`config.mk`:
```
export PLATFORM = sky130hd
export DESIGN_NAME = usb_ep_status_arb_flat
export DESIGN_NICKNAME = d
export VERILOG_FILES = /design/src/rtl/usb_ep_status_arb_if.sv /design/src/rtl/usb_ep_status_arb.sv /design/src/flat_wrapper.sv
export SDC_FILE = /design/constraint.sdc
export NUM_CORES = 1
export LEC_CHECK = 0
export CAP_MARGIN = 20
export CORE_MARGIN = 4
export CORE_UTILIZATION = 47
export DETAILED_ROUTE_END_ITERATION = 8
export DONT_BUFFER_PORTS = 1
export PLACE_DENSITY = 0.62
export SYNTH_ARGS = -nofsm -noshare
export SYNTH_HDL_FRONTEND = slang
export SYNTH_SLANG_ARGS = --single-unit
```
`constraint.sdc`:
```
create_clock -name clk -period 4.1 [get_ports clk]
set_input_delay 0.82 -clock clk [delete_from_list [all_inputs] [get_ports clk]]
set_output_delay 0.82 -clock clk [all_outputs]
set_load 0.01 [all_outputs]
```
`src/rtl/usb_ep_status_arb_if.sv`:
```
// Bus-side request/acknowledge bundle for the EP status RAM aux-port controller.
// The requester holds req/we/addr/wdata until it sees a one-cycle ack.
interface usb_ep_status_arb_if;
  logic        bus_req;
  logic        bus_we;
  logic [7:0]  bus_addr;
  logic [15:0] bus_wdata;
  logic        bus_ack;
  logic [15:0] bus_rdata;

  modport master (
    output bus_req,
    output bus_we,
    output bus_addr,
    output bus_wdata,
    input  bus_ack,
    input  bus_rdata
  );

  modport slave (
    input  bus_req,
    input  bus_we,
    input  bus_addr,
    input  bus_wdata,
    output bus_ack,
    output bus_rdata
  );
endinterface

```
`src/rtl/usb_ep_status_arb.sv`:
```
// Aux-port controller for the 256x16 EP status RAM: shares the port between the CSR bus
// and a range-clear engine, honouring ready backpressure and the fixed read latency.
module usb_ep_status_arb #(
  parameter bit          INIT_CLEAR = 1'b1,
  parameter int unsigned RD_LAT     = 3
) (
  input  logic                      clk,
  input  logic                      rst_n,
  usb_ep_status_arb_if.slave        bus,
  input  logic                      clr_start,
  input  logic [7:0]                clr_base,
  input  logic [8:0]                clr_count,
  output logic                      clr_busy,
  output logic                      clr_done,
  output logic [7:0]                s_addr_0,
  output logic                      s_read_0,
  output logic                      s_write_0,
  output logic [15:0]               s_din_0,
  input  logic                      s_ready_0,
  input  logic [15:0]               s_dout_3
);

  localparam logic [3:0] LatLast = 4'(RD_LAT - 1);

  typedef enum logic [1:0] {StIdle, StIssue, StWait, StAck} bus_state_e;
  typedef enum logic {StClrIdle, StClrRun} clr_state_e;

  bus_state_e  bus_state_q, bus_state_d;
  clr_state_e  clr_state_q, clr_state_d;
  logic [7:0]  s_addr_q, s_addr_d;
  logic        s_read_q, s_read_d;
  logic        s_write_q, s_write_d;
  logic [15:0] s_din_q, s_din_d;
  logic        s_clr_q, s_clr_d;      // pending aux op belongs to the clear engine
  logic [3:0]  lat_q, lat_d;
  logic [15:0] rdata_q, rdata_d;
  logic [7:0]  ptr_q, ptr_d;
  logic [8:0]  ld_rem_q, ld_rem_d;    // clear writes still to be loaded
  logic [8:0]  rem_q, rem_d;          // clear writes still to be issued
  logic        done_q, done_d;
  logic        init_q, init_d;

  logic        issue, slot_free, bus_take, clr_take;
  logic        start_req, clr_want;
  logic [7:0]  start_base, clr_addr;
  logic [8:0]  start_cnt, clr_ld_rem;

  assign issue     = (s_read_q | s_write_q) & s_ready_0;
  assign slot_free = ~(s_read_q | s_write_q) | issue;
  assign bus_take  = (bus_state_q == StIdle) & bus.bus_req & slot_free;
  assign clr_take  = slot_free & ~bus_take & clr_want;

  // A start request (or the post-reset full clear) may load its first write immediately.
  always_comb begin
    start_req  = clr_start | init_q;
    start_base = init_q ? 8'h00 : clr_base;
    start_cnt  = init_q ? 9'd256 : clr_count;
    if (clr_state_q == StClrRun) begin
      clr_want   = (ld_rem_q != 9'd0);
      clr_addr   = ptr_q;
      clr_ld_rem = ld_rem_q;
    end else begin
      clr_want   = start_req & (start_cnt != 9'd0);
      clr_addr   = start_base;
      clr_ld_rem = start_cnt;
    end
  end

  always_comb begin
    bus_state_d = bus_state_q;
    clr_state_d = clr_state_q;
    s_addr_d    = s_addr_q;
    s_read_d    = s_read_q;
    s_write_d   = s_write_q;
    s_din_d     = s_din_q;
    s_clr_d     = s_clr_q;
    lat_d       = lat_q;
    rdata_d     = rdata_q;
    ptr_d       = ptr_q;
    ld_rem_d    = ld_rem_q;
    rem_d       = rem_q;
    done_d      = 1'b0;
    init_d      = init_q;

    if (slot_free) begin
      s_read_d  = 1'b0;
      s_write_d = 1'b0;
      s_clr_d   = 1'b0;
    end

    unique case (clr_state_q)
      StClrIdle: begin
        if (start_req) begin
          init_d = 1'b0;
          if (start_cnt == 9'd0) begin
            done_d = 1'b1;
          end else begin
            clr_state_d = StClrRun;
            ptr_d       = start_base;
            ld_rem_d    = start_cnt;
            rem_d       = start_cnt;
          end
        end
      end
      StClrRun: begin
        if (issue && s_clr_q) begin
          rem_d = rem_q - 9'd1;
          if (rem_q == 9'd1) begin
            clr_state_d = StClrIdle;
            done_d      = 1'b1;
          end
        end
      end
    endcase

    unique case (bus_state_q)
      StIdle: begin
        if (bus_take) begin
          bus_state_d = StIssue;
          s_addr_d    = bus.bus_addr;
          s_read_d    = ~bus.bus_we;
          s_write_d   = bus.bus_we;
          s_din_d     = bus.bus_wdata;
          s_clr_d     = 1'b0;
        end
      end
      StIssue: begin
        if (issue) begin
          lat_d       = 4'd0;
          bus_state_d = s_read_q ? StWait : StAck;
        end
      end
      StWait: begin
        if (lat_q == LatLast) begin
          rdata_d     = s_dout_3;
          bus_state_d = StAck;
        end else begin
          lat_d = lat_q + 4'd1;
        end
      end
      StAck: bus_state_d = StIdle;
    endcase

    if (clr_take) begin
      s_addr_d  = clr_addr;
      s_write_d = 1'b1;
      s_read_d  = 1'b0;
      s_clr_d   = 1'b1;
      s_din_d   = 16'h0000;
      ptr_d     = clr_addr + 8'd1;
      ld_rem_d  = clr_ld_rem - 9'd1;
    end
  end

  always_ff @(posedge clk or negedge rst_n) begin
    if (!rst_n) begin
      bus_state_q <= StIdle;
      clr_state_q <= StClrIdle;
      s_addr_q    <= 8'h00;
      s_read_q    <= 1'b0;
      s_write_q   <= 1'b0;
      s_din_q     <= 16'h0000;
      s_clr_q     <= 1'b0;
      lat_q       <= 4'd0;
      rdata_q     <= 16'h0000;
      ptr_q       <= 8'h00;
      ld_rem_q    <= 9'd0;
      rem_q       <= 9'd0;
      done_q      <= 1'b0;
      init_q      <= INIT_CLEAR;
    end else begin
      bus_state_q <= bus_state_d;
      clr_state_q <= clr_state_d;
      s_addr_q    <= s_addr_d;
      s_read_q    <= s_read_d;
      s_write_q   <= s_write_d;
      s_din_q     <= s_din_d;
      s_clr_q     <= s_clr_d;
      lat_q       <= lat_d;
      rdata_q     <= rdata_d;
      ptr_q       <= ptr_d;
      ld_rem_q    <= ld_rem_d;
      rem_q       <= rem_d;
      done_q      <= done_d;
      init_q      <= init_d;
    end
  end

  assign bus.bus_ack   = (bus_state_q == StAck);
  assign bus.bus_rdata = rdata_q;
  assign clr_busy      = (clr_state_q == StClrRun);
  assign clr_done      = done_q;
  assign s_addr_0      = s_addr_q;
  assign s_read_0      = s_read_q;
  assign s_write_0     = s_write_q;
  assign s_din_0       = s_din_q;

endmodule
```
`src/flat_wrapper.sv`:
```
// flat-port wrapper written by rule: the top's interface ports become plain ports
module usb_ep_status_arb_flat 
#(
  parameter bit          INIT_CLEAR = 1'b1,
  parameter int unsigned RD_LAT     = 3
)
  (clk, rst_n, clr_start, clr_base, clr_count, clr_busy, clr_done, s_addr_0, s_read_0, s_write_0, s_din_0, s_ready_0, s_dout_3, bus_bus_req, bus_bus_we, bus_bus_addr, bus_bus_wdata, bus_bus_ack, bus_bus_rdata);
  usb_ep_status_arb_if bus_i ();
  input  logic clk;
  input  logic rst_n;
  input  logic clr_start;
  input  logic [7:0] clr_base;
  input  logic [8:0] clr_count;
  output logic clr_busy;
  output logic clr_done;
  output logic [7:0] s_addr_0;
  output logic s_read_0;
  output logic s_write_0;
  output logic [15:0] s_din_0;
  input  logic s_ready_0;
  input  logic [15:0] s_dout_3;
  input wire logic [$bits(bus_i.bus_req)-1:0] bus_bus_req;
  input wire logic [$bits(bus_i.bus_we)-1:0] bus_bus_we;
  input wire logic [$bits(bus_i.bus_addr)-1:0] bus_bus_addr;
  input wire logic [$bits(bus_i.bus_wdata)-1:0] bus_bus_wdata;
  output wire logic [$bits(bus_i.bus_ack)-1:0] bus_bus_ack;
  output wire logic [$bits(bus_i.bus_rdata)-1:0] bus_bus_rdata;
  assign bus_i.bus_req = bus_bus_req;
  assign bus_i.bus_we = bus_bus_we;
  assign bus_i.bus_addr = bus_bus_addr;
  assign bus_i.bus_wdata = bus_bus_wdata;
  assign bus_bus_ack = bus_i.bus_ack;
  assign bus_bus_rdata = bus_i.bus_rdata;
  usb_ep_status_arb #(.INIT_CLEAR(INIT_CLEAR), .RD_LAT(RD_LAT)) u_core (.clk(clk), .rst_n(rst_n), .bus(bus_i), .clr_start(clr_start), .clr_base(clr_base), .clr_count(clr_count), .clr_busy(clr_busy), .clr_done(clr_done), .s_addr_0(s_addr_0), .s_read_0(s_read_0), .s_write_0(s_write_0), .s_din_0(s_din_0), .s_ready_0(s_ready_0), .s_dout_3(s_dout_3));
endmodule
```
==> results.md, run 1 <==
- The core occupancy in the finished layout is roughly half.
- In the routed design, unresolved DRC markers number 0.
- Tracing the worst setup path back leads to its startpoint at u_core.init_q.
- Synthesis handed over a netlist of between 400 and 500 instances.
- Clock tree synthesis inserted a total of 9 buffers.
- The path depth of the worst reg2reg path is 9.
- The headroom to the max-slew limit is roughly 45%.
- The worst setup path is launched from a flip-flop.
- The sink count of the clock tree is 78.
- The smallest setup slack after layout is 0.9710 ns.
- After synthesis, flip-flops and latches occupy between 40% and 50% of the total area.
- The largest stage delay on the critical path is roughly 0.8 ns.
- The combined area of all synthesized cells is 4403 um2.
- OpenSTA, run right after detailed placement, puts the worst setup slack at 1.055 ns.
- The final HPWL from detailed placement is roughly 7400 um.
- Setup repair after global routing left no endpoint under its margin.
- Along the worst path, the maximum fanout reaches 22.
- After clock tree synthesis, the repair step resized 0 gates.
- The region available for standard cell placement spans slightly above 9000 um2.
- The count of final setup violators is 0.
- The critical path is of the reg -> reg type.
- In the layout the commonest cells are 81 x sky130_fd_sc_hd__nand2_1, 76 x sky130_fd_sc_hd__dfrtp_1, 39 x sky130_fd_sc_hd__nor2_1.
- The kind of end point of the critical path is a flip-flop.
- The static leakage power is 1.970 nW.
- The number of warnings reported in the yosys synthesis log is 0.
- The tightest min-delay check is of the in -> async type.
- The antenna cell count is 0.
- The library cell used as clock root buffer is sky130_fd_sc_hd__clkbuf_8.
- The number of hold violations in the final report is 0.
- The via count of the first global-routing pass is 3,416.
- After detailed routing, the average wire length per cell comes to 18.15 um.
- The die width is 104.8 um.
- The synthesized net count is 551.
- Of all flip-flops after synthesis, the portion carrying an async set or reset was 100.0%.
- At the worst endpoint, the arrival time is between 3 and 4 ns.
- Across every metal layer, demand over resource in global routing totals 19.27%.
- Measured along the y axis, the die boundary spans around 100 um.
- In this run, synthesis inferred 0 flip-flops with an integrated enable.
- The hold-fix buffer count after cts is 0.
- The remaining global-route overflow is 0.
- Data on the critical path is required at its endpoint by 4.33 ns.
- The transition time at the pin with the least slew margin is 0.8234 ns.
- The worst-case IR drop observed on VDD is 248.1 uV.
- The starting density of the core is 47.88%.
- The final critical path time including I/O delays and setup is between 3 and 4 ns.
- Entering global routing, the biggest net connects 79 pins.
- The starting DRC count in detailed routing is 393.
- TritonCTS built the clock tree.
- The total buffers and inverters traversed by the critical path is 1.
- The first global-routing pass estimated about 17,000 um of wire.
- For this run, the leading register cell type out of synthesis is sky130_fd_sc_hd__dfrtp_1.
- Setup slack on the worst reg-to-reg path comes out at between 0.9 and 1 ns.
- The post-route netlist has between 10% and 20% of its cells at a drive strength greater than 1.
- Relative to the synthesized area, the layout overhead comes to 6.451%.
- The number of antenna violations at the first check in global routing came to 0.
- The die outline area is 10,980 um2.
- After clock tree synthesis, the clock-pin slew on the worst setup and hold paths is approximately 0.09 ns.
- The cell with the largest stage delay on the worst path is sky130_fd_sc_hd__dfstp_2.
- The endpoint of the worst setup timing path is u_core.ld_rem_q[8].
- The weighted congestion at the end of routability-driven global placement is 0.8655.
- The number of port buffers is 0.
- The first detailed-routing pass ran for 6 iterations.
- For this block, the routed nets add up to approximately 11,000 um of wire.
- The worst flop-to-flop path startpoint is u_core.init_q.
- The total negative setup slack is 0 ns.
- Pin placement for this block handled around 110 I/O pins.
- Once detail routing completed, the nets flagged for antenna violations numbered 0.
- The flow ran to the end, and the final reports show no timing, DRC or antenna violations.
- Counting flops and latches in the post-synthesis netlist gives 78.
- The count of different cell masters after synthesis is 70.
- The max-slew violation total from the final report is 0.
- The via count of the routed design is between 3,000 and 4,000.
- Using the TritonRoute via totals, the vias-per-cell ratio works out to 6.108.
- Clock skew on the completed layout was measured at 0.008454 ns.
- Of the available clock period, the critical path in the final layout requires 76.32%.
- The cell count along the critical path is 9.
- The endpoint of the lowest-slack register-to-register path is u_core.ld_rem_q[8].
- A synthesized cell averages 9.231 um2.
- The H-tree was split into 3 levels.
- The final layout net count is 543.
- The post-CTS setup buffer count is 0.
- On the critical path the largest part of the delay comes from simple AND/OR/NAND/NOR gates.
- The tightest hold path in the finished design has a slack of 0.1649 ns.
- The max-capacitance violation count is 0.
- Leaving out fill and tap cells, the most frequent cell in the layout is sky130_fd_sc_hd__nand2_1.
- The longest clock path from root to sink contains 2 buffers.
- The maximum operating frequency is 0.3196 GHz.
- The signal on the critical path passes through nor2_1 -> a22o_1 -> inv_1 -> ha_1 -> nand3_1 -> nor4bb_1 -> mux2i_1 -> a22oi_1 -> o221a_2.
- The power density over the cells is 670.6 nW/um2.
- The cell row count is 35.
- Clock latency on the worst-skew pair, taken at its later pin, is 0.34 ns.
-- layout make-up --
class	instances	area [um2]
Fill cell	859	4509
Multi-Input combinational cell	366	2302
Sequential cell	78	1954
Clock buffer	11	141.4
Tap cell	111	138.9
Clock inverter	5	82.58
Inverter	10	37.54
Timing Repair Buffer	4	30.03
-- worst min path at each step --
stage	startpoint	end	slack (ns)
2_1_floorplan	u_core.s_clr_q	u_core.s_clr_q	0.44
3_3_place_gp	u_core.s_clr_q	u_core.s_clr_q	0.46
3_5_place_dp	u_core.s_clr_q	u_core.s_clr_q	0.49
4_1_cts	rst_n	u_core.rem_q[0]	0.15
5_1_grt	rst_n	u_core.s_din_0[13]	0.13
6_report	rst_n	u_core.rem_q[7]	0.16
-- state kept, by name, summed over array words and instances (netlist names) --
name / cells
u_core.rem_q: 9
u_core.clr_done: 1
u_core.s_read_0: 1
u_core.clr_busy: 1
u_core.s_din_0: 16
u_core.bus_state_q: 2
u_core.lat_q: 4
u_core.s_write_0: 1
u_core.s_clr_q: 1
u_core.ld_rem_q: 9
u_core.init_q: 1
u_core.ptr_q: 8
u_core.bus.bus_rdata: 16
u_core.s_addr_0: 8
-- per-layer routing --
layer,routed length (um),global-route usage (%),up-vias,share of wire (%)
met5,0,0,-,0
met4,167,6.186,0,1.6
met3,763,5.621,19,7.2
met2,4944,28.83,127,47
met1,4744,26.90,1722,45
li1,-,-,1705,-
-- stage by stage --
step / instances / instance area, um2 / power (W)
CTS: 585 / 4687 / 0.003155
global route: 585 / 4687 / 0.003391
floorplan: 477 / 4403 / 0.002250
detailed placement: 569 / 4463 / 0.002491
global placement: 569 / 4463 / 0.002462
finish: 585 / 4687 / 0.003143
-- Yosys cell counts (4+ instances only) --
cell type                   n  area share (%)
sky130_fd_sc_hd__nand2_1   81             6.9
sky130_fd_sc_hd__dfrtp_1   77              44
sky130_fd_sc_hd__nor2_1    40             3.4
sky130_fd_sc_hd__o21ai_0   33             3.8
sky130_fd_sc_hd__a21oi_1   32             3.6
sky130_fd_sc_hd__mux2_2    17             4.3
sky130_fd_sc_hd__clkbuf_1  15             1.3
sky130_fd_sc_hd__nand3_1   14             1.6
sky130_fd_sc_hd__ha_1      11             3.1
sky130_fd_sc_hd__inv_1      9            0.77
sky130_fd_sc_hd__a221o_1    7             1.6
sky130_fd_sc_hd__and2_1     7            0.99
sky130_fd_sc_hd__nand2b_1   7            0.99
sky130_fd_sc_hd__a22o_1     6             1.2
sky130_fd_sc_hd__nor2b_1    6            0.85
sky130_fd_sc_hd__nor3_1     6            0.68
sky130_fd_sc_hd__nor3b_1    6             1.0
sky130_fd_sc_hd__o21a_1     6             1.0
sky130_fd_sc_hd__xnor2_1    6             1.2
sky130_fd_sc_hd__a22oi_1    5            0.85
sky130_fd_sc_hd__a31oi_1    5            0.71
sky130_fd_sc_hd__o22ai_1    4            0.57
sky130_fd_sc_hd__o31ai_1    4            0.68
-- report_power, final --
group	internal, W	switching, W	total (W)	leakage, nW
sequential	0.00103	0.000289	0.00132	0.979
combinational	0.000516	0.000652	0.00117	0.877
clock	0.000361	0.000297	0.000659	0.113
-- logic make-up (layout without fill, tap and decap cells) --
kind of cell,Yosys count,count (layout),share of synthesized area [%]
fa+ha+maj,11,11,3.126
buf+inv,33,30,3.580
xor+xnor,9,9,1.790
compound gates,135,135,21.14
mux,19,19,4.802
simple gates,192,192,21.20
flops,78,78,44.36
No activity file was read; power rests on OpenSTA's default activity.
==> run 2: changes to the inputs <==
==> constraint.sdc (replaced) <==
create_clock -name clk -period 3.3 [get_ports clk]
set_input_delay 0.66 -clock clk [delete_from_list [all_inputs] [get_ports clk]]
set_output_delay 0.66 -clock clk [all_outputs]
set_load 0.01 [all_outputs]
==> results.md, run 2 (same netlist as run 1, synthesis figures left out) <==
- The post-CTS resize count is 0 (unchanged).
- The largest stage delay on the critical path came to 0.58 ns (was 0.79 ns).
- The number of iterations in the first detailed-routing pass came to 4 (was 6).
- The number of H-tree levels is 3 (unchanged).
- The library cell used as clock root buffer was sky130_fd_sc_hd__clkbuf_8 (unchanged).
- The total negative setup slack came to 0 ns (unchanged).
- The via count of the routed design is 3,634 (was 3,573).
- The hold-fix buffer count after cts is 1 (was 0).
- The max-slew violation total from the final report is 0 (unchanged).
- The area growth from synthesis to layout is 7.161% (was 6.451%).
- The detailed-route wire length per cell is 18.50 um (was 18.15 um).
- The post-detailed-route via-to-cell ratio was 6.159 (was 6.108).
- The share of cells above drive strength 1 is 12.94% (was 11.81%).
- The largest net degree at the start of global routing is 78 (was 79).
- The global-route usage over all layers was 20.21% (was 19.27%).
- The setup slack of the worst register-to-register path is 0.56 ns (was 0.97 ns).
- The critical setup path kind is reg -> reg (unchanged).
- The total buffers and inverters traversed by the critical path was 2 (was 1).
- The power density over the cells was 809.6 nW/um2 (was 670.6 nW/um2).
- The area of all placed cells without fillers came to 4718 um2 (was 4687 um2).
- The number of hold violations in the final report was 0 (unchanged).
- The vertical die dimension is 104.8 um (unchanged).
- The final layout net count is 548 (was 543).
- The endpoint of the worst setup timing path is u_core.ld_rem_q[8] (unchanged).
- The number of port buffers is 0 (unchanged).
- The data required time at the worst endpoint is 3.54 ns (was 4.33 ns).
- The core occupancy in the finished layout is 51.31% (was 50.97%).
- The kind of end point of the critical path was a flip-flop (unchanged).
- The starting density of the core is 47.88% (unchanged).
- The number of antenna violations at the first check in global routing came to 0 (unchanged).
- The maximum buffer depth of the clock tree is 2 (unchanged).
- The path depth of the worst reg2reg path was 9 (unchanged).
- The transition time at the pin with the least slew margin is 0.8461 ns (was 0.8234 ns).
- The final-layout fill cell count is 877 (was 859).
- Cells along the critical path: buf_12 -> a22o_1 -> inv_1 -> ha_1 -> nand3_1 -> nor4bb_1 -> mux2i_1 -> a22oi_1 -> o221a_2 (was nor2_1 -> a22o_1 -> inv_1 -> ha_1 -> nand3_1 -> nor4bb_1 -> mux2i_1 -> a22oi_1 -> o221a_2).
- The post-route DRC violation count came to 0 (unchanged).
- The die width came to 104.8 um (unchanged).
- The cell count along the critical path is 9 (unchanged).
- The final routed wirelength across all metal layers is 10,910 um (was 10,620 um).
- The die outline area is 10,980 um2 (unchanged).
- The number of top-level pins is 108 (unchanged).
- The post-CTS setup buffer count is 0 (unchanged).
- The starting DRC count in detailed routing is 248 (was 393).
- The clock tree skew after final layout is 0.01538 ns (was 0.008454 ns).
- Top library cells by usage in the layout, fill and taps aside: 81 x sky130_fd_sc_hd__nand2_1, 76 x sky130_fd_sc_hd__dfrtp_1, 39 x sky130_fd_sc_hd__nor2_1 (unchanged).
- The smallest setup slack after layout is 0.5626 ns (was 0.9710 ns).
- The final critical path time including I/O delays and setup is 2.737 ns (was 3.129 ns).
- The count of final setup violators is 0 (unchanged).
- The global-route wire length before repair was 18,130 um (was 17,330 um).
- The CTS tree is done (unchanged).
- The cell with the largest stage delay on the worst path was sky130_fd_sc_hd__nor4bb_1 (was sky130_fd_sc_hd__dfstp_2).
- The post-route antenna net violation count is 0 (unchanged).
- The via count of the first global-routing pass is 3,628 (was 3,416).
- The maximum operating frequency is 0.3653 GHz (was 0.3196 GHz).
- The endpoint of the lowest-slack register-to-register path is u_core.ld_rem_q[8] (unchanged).
- The static leakage power is 1.985 nW (was 1.970 nW).
- The antenna cell count was 0 (unchanged).
- The data arrival time of the worst path came to 2.98 ns (was 3.36 ns).
- The number of buffers created by CTS is 9 (unchanged).
- The type of the tightest min-delay check is in -> async (unchanged).
- The weighted congestion at the end of routability-driven global placement is 0.8937 (was 0.8655).
- The remaining global-route overflow was 0 (unchanged).
- The peak fanout along the critical path was 67 (was 22).
- RSZ-0062 raised after global routing: false (unchanged).
- The final critical-path share of the clock period is 82.95% (was 76.32%).
- The startpoint kind of the worst setup timing path is a flip-flop (unchanged).
- The cell area after placement is 4506 um2 (was 4463 um2).
- The register clock-pin slew on the reported worst setup and hold paths is 0.09 ns (about the same).
- Status: finished, final reports clean (unchanged).
- The worst flop-to-flop path startpoint is u_core.clr_busy (was u_core.init_q).
- The largest delay contributor family on the critical path is simple AND/OR/NAND/NOR gates (unchanged).
- The cell row count was 35 (unchanged).
- The sink count of the clock tree was 78 (unchanged).
- The first element of the critical path was u_core.clr_busy (was u_core.init_q).
- The max-capacitance violation count is 0 (unchanged).
- The clock latency on the worst-skew pair is 0.35 ns (was 0.34 ns).
- The worst setup slack after placement came to 0.6098 ns (was 1.055 ns).
- The final HPWL from detailed placement was 7657 um (was 7395 um).
- The most common cell after layout, fill and taps aside is sky130_fd_sc_hd__nand2_1 (unchanged).
- The core outline area is 9196 um2 (unchanged).
- The headroom to the max-slew limit is 43.41% (was 44.90%).
- The largest vdd supply drop is 338.4 uV (was 248.1 uV).
-- run 2: cell types whose count changed in the layout (fill, tap and decap cells not counted), sizes merged --
cell and delta:
clkinv -2, clkinvlp +2, buf +5, clkbuf -2, bufinv -2, inv +4
-- run 2: cell type report --
type	instances	area [um2]	share of cell area, %
multi-input cells	366	2302	48.79
flip-flops and latches	78	1954	41.42
well taps	111	138.9	2.944
clock buffers	9	123.9	2.625
repair buffers	9	100.1	2.121
clock inverters	7	61.31	1.299
inverters	10	37.54	0.7955
-- run 2: worst min-delay path by stage --
stage	cells after the start	end	slack, ns	start
floorplan	0	u_core.bus.bus_rdata[0]	0.36	rst_n
global placement	0	u_core.bus.bus_rdata[4]	0.37	rst_n
detailed placement	0	u_core.bus.bus_rdata[4]	0.37	rst_n
CTS	0	u_core.init_q	0.12	rst_n
global route	0	u_core.init_q	0.11	rst_n
finish	0	u_core.init_q	0.15	rst_n
-- run 2: where the power goes --
group / total (W) / switching (W) / internal [W]
logic: 0.00150 / 0.000843 / 0.000657
registers: 0.00163 / 0.000351 / 0.00128
clock network: 0.000693 / 0.000405 / 0.000288
total: 0.00382 / 0.00160 / 0.00222
-- run 2: per-stage QoR --
stage                     total power (W)  hold WS, ns  std cells
after CTS                        0.003849       0.1207        590
after floorplan                  0.002796       0.3644        477
final                            0.003820       0.1473        590
after global routing             0.004143       0.1124        590
after detailed placement         0.003122       0.3662        573
after global placement           0.003068       0.3662        573
-- run 2: worst register-to-register path, delay by kind of cell, from the launching register on --
family / cells / cell delay (ns)
mux: 1 / 0.26
flops: 1 / 0.43
compound gates: 3 / 0.65
simple gates: 2 / 0.82
buf+inv: 2 / 0.28
fa+ha+maj: 1 / 0.20
-- run 2: per-layer routing --
metal	GRT usage, %	vias up	wire (um)
met5	0	-	0
met4	7.779	0	204
met3	5.003	21	699
met2	32.72	121	5097
met1	26.09	1785	4912
li1	-	1707	-
==> run 3: changes to the inputs <==
==> constraint.sdc (replaced) <==
create_clock -name clk -period 2.7 [get_ports clk]
set_input_delay 0.54 -clock clk [delete_from_list [all_inputs] [get_ports clk]]
set_output_delay 0.54 -clock clk [all_outputs]
set_load 0.01 [all_outputs]
==> results.md, run 3 (same netlist as run 1, synthesis figures left out) <==
- The core outline area is 9196 um2 (unchanged).
- The post-detailed-route via-to-cell ratio is 6.093 (was 6.159).
- The worst flop-to-flop path startpoint is u_core.clr_busy (unchanged).
- The number of top-level pins is 108 (unchanged).
- The critical setup path kind was reg -> reg (unchanged).
- The final critical-path share of the clock period came to 88.49% (was 82.95%).
- The number of H-tree levels is 3 (unchanged).
- The number of port buffers is 0 (unchanged).
- The total buffers and inverters traversed by the critical path is 1 (was 2).
- The antenna cell count came to 0 (unchanged).
- The static leakage power came to 2.047 nW (was 1.985 nW).
- The starting density of the core came to 47.88% (unchanged).
- The post-route antenna net violation count came to 0 (unchanged).
- The maximum buffer depth of the clock tree came to 2 (unchanged).
- The path depth of the worst reg2reg path was 9 (unchanged).
- Cells along the critical path: nor2_1 -> a22o_1 -> inv_1 -> ha_2 -> nand3_4 -> nor4bb_4 -> mux2i_1 -> a22oi_1 -> o221a_2 (was buf_12 -> a22o_1 -> inv_1 -> ha_1 -> nand3_1 -> nor4bb_1 -> mux2i_1 -> a22oi_1 -> o221a_2).
- The largest stage delay on the critical path came to 0.53 ns (was 0.58 ns).
- The largest delay contributor family on the critical path is simple AND/OR/NAND/NOR gates (unchanged).
- The headroom to the max-slew limit is 48.95% (was 43.41%).
- The register clock-pin slew on the reported worst setup and hold paths is 0.10 ns (was 0.09 ns).
- The setup slack of the worst register-to-register path is 0.31 ns (was 0.56 ns).
- The max-capacitance violation count is 0 (unchanged).
- The via count of the first global-routing pass came to 3,526 (was 3,628).
- The detailed-route wire length per cell is 18.71 um (was 18.50 um).
- The endpoint of the lowest-slack register-to-register path is u_core.ld_rem_q[8] (unchanged).
- The post-route DRC violation count is 0 (unchanged).
- The final critical path time including I/O delays and setup is 2.389 ns (was 2.737 ns).
- The most common cell after layout, fill and taps aside is sky130_fd_sc_hd__nand2_1 (unchanged).
- The core occupancy in the finished layout came to 52.46% (was 51.31%).
- Status: finished, final reports clean (unchanged).
- The clock tree skew after final layout is 0.01338 ns (was 0.01538 ns).
- The non-filler instance count after layout is 599 (was 590).
- The type of the tightest min-delay check is in -> async (unchanged).
- The vertical die dimension is 104.8 um (unchanged).
- The global-route usage over all layers is 20.69% (was 20.21%).
- The final HPWL from detailed placement was 7904 um (was 7657 um).
- The multi-input combinational cell area came to 2332 um2 (was 2302 um2).
- The sink count of the clock tree was 78 (unchanged).
- The total instance count after detailed placement is 581 (was 573).
- The number of antenna violations at the first check in global routing came to 0 (unchanged).
- The data arrival time of the worst path is 2.64 ns (was 2.98 ns).
- The peak fanout along the critical path is 13 (was 67).
- The cell row count is 35 (unchanged).
- The count of final setup violators is 0 (unchanged).
- The number of buffers created by CTS is 9 (unchanged).
- The largest net degree at the start of global routing came to 78 (unchanged).
- The die width is 104.8 um (unchanged).
- The final-layout fill cell count is 861 (was 877).
- The global-route wire length before repair was 18,360 um (was 18,130 um).
- Top library cells by usage in the layout, fill and taps aside: 81 x sky130_fd_sc_hd__nand2_1, 76 x sky130_fd_sc_hd__dfrtp_1, 39 x sky130_fd_sc_hd__nor2_1 (unchanged).
- The via count of the routed design came to 3,650 (was 3,634).
- The weighted congestion at the end of routability-driven global placement was 0.8955 (was 0.8937).
- The first element of the critical path was u_core.clr_busy (unchanged).
- The transition time at the pin with the least slew margin is 0.7577 ns (was 0.8461 ns).
- The final routed wirelength across all metal layers came to 11,210 um (was 10,910 um).
- The power density over the cells is 1001 nW/um2 (was 809.6 nW/um2).
- The starting DRC count in detailed routing was 340 (was 248).
- The number of hold violations in the final report is 0 (unchanged).
- The number of iterations in the first detailed-routing pass came to 5 (was 4).
- The area growth from synthesis to layout is 9.577% (was 7.161%).
- The die outline area came to 10,980 um2 (unchanged).
- The cell with the largest stage delay on the worst path is sky130_fd_sc_hd__dfrtp_2 (was sky130_fd_sc_hd__nor4bb_1).
- The library cell used as clock root buffer was sky130_fd_sc_hd__clkbuf_8 (unchanged).
- The clock latency on the worst-skew pair came to 0.36 ns (was 0.35 ns).
- The max-slew violation total from the final report was 0 (unchanged).
- The kind of end point of the critical path is a flip-flop (unchanged).
- The total negative setup slack was 0 ns (unchanged).
- The CTS tree is done (unchanged).
- The remaining global-route overflow is 0 (unchanged).
- The data required time at the worst endpoint is 2.96 ns (was 3.54 ns).
- The smallest hold slack was 0.08463 ns (was 0.1473 ns).
- The startpoint kind of the worst setup timing path was a flip-flop (unchanged).
- The maximum operating frequency is 0.4185 GHz (was 0.3653 GHz).
- The largest vdd supply drop is 437.4 uV (was 338.4 uV).
- The share of cells above drive strength 1 was 14.96% (was 12.94%).
- RSZ-0062 raised after global routing: false (unchanged).
- The final layout net count is 557 (was 548).
- The register area is 1954 um2 (unchanged).
- The post-CTS resize count is 0 (unchanged).
run 3: cell types whose count changed in the layout (fill, tap and decap cells not counted):
cell	change
sky130_fd_sc_hd__nor4bb_1	-1
sky130_fd_sc_hd__ha_2	+1
sky130_fd_sc_hd__nand3_4	+1
sky130_fd_sc_hd__ha_1	-1
sky130_fd_sc_hd__bufinv_16	+1
sky130_fd_sc_hd__nor4bb_4	+1
sky130_fd_sc_hd__dlygate4sd3_1	+1
sky130_fd_sc_hd__clkinvlp_4	-1
sky130_fd_sc_hd__clkinv_2	+1
sky130_fd_sc_hd__nand3_1	-1
sky130_fd_sc_hd__buf_12	-1
sky130_fd_sc_hd__clkinv_4	-1
sky130_fd_sc_hd__buf_4	+9
run 3: timing repair:
item	4_1_cts	5_1_grt
endpoints found under the setup margin	0	0
hold buffers	2	0
endpoints found under the hold margin	77	0
setup buffers	0	0
run 3: cell type report:
type	instances	share of cell area [%]
Multi-Input combinational cell	366	48.34
Sequential cell	78	40.51
Clock buffer	9	2.567
Timing Repair Buffer	18	3.268
Clock inverter	7	1.660
Tap cell	111	2.879
Inverter	10	0.7780
run 3: per-stage QoR:
| step | setup slack (ns) | total power [W] | area, um2 |
|---|---|---|---|
| after floorplan | 0.005463 | 0.003450 | 4457 |
| after global placement | 0.2467 | 0.003799 | 4583 |
| after detailed placement | 0.2296 | 0.003874 | 4583 |
| after CTS | 0.3030 | 0.004858 | 4825 |
| after global routing | 0.1324 | 0.005212 | 4825 |
| final | 0.3108 | 0.004829 | 4825 |
run 3: worst max path at each step:
stage	cells after the start	to	slack (ns)
2_1_floorplan	12	u_core.ld_rem_q[8]	0.005
3_3_place_gp	5	u_core.ld_rem_q[8]	0.25
3_5_place_dp	5	u_core.ld_rem_q[8]	0.23
4_1_cts	7	u_core.rem_q[7]	0.30
5_1_grt	7	u_core.rem_q[7]	0.13
6_report	9	u_core.ld_rem_q[8]	0.31
run 3: power by group:
| group | switching [W] | total [W] | internal, W |
|---|---|---|---|
| sequential | 0.000439 | 0.00200 | 0.00156 |
| combinational | 0.00105 | 0.00188 | 0.000836 |
| clock | 0.000503 | 0.000946 | 0.000443 |
| total | 0.00199 | 0.00483 | 0.00284 |
run 3: per-layer routing:
metal  GRT usage, %  vias up  share of wire [%]
met2          32.36      139                 47
met3          5.435       15                6.7
met4          6.467        0                1.7
li1               -     1730                  -
met1          28.13     1766                 45
met5              0        -                  0
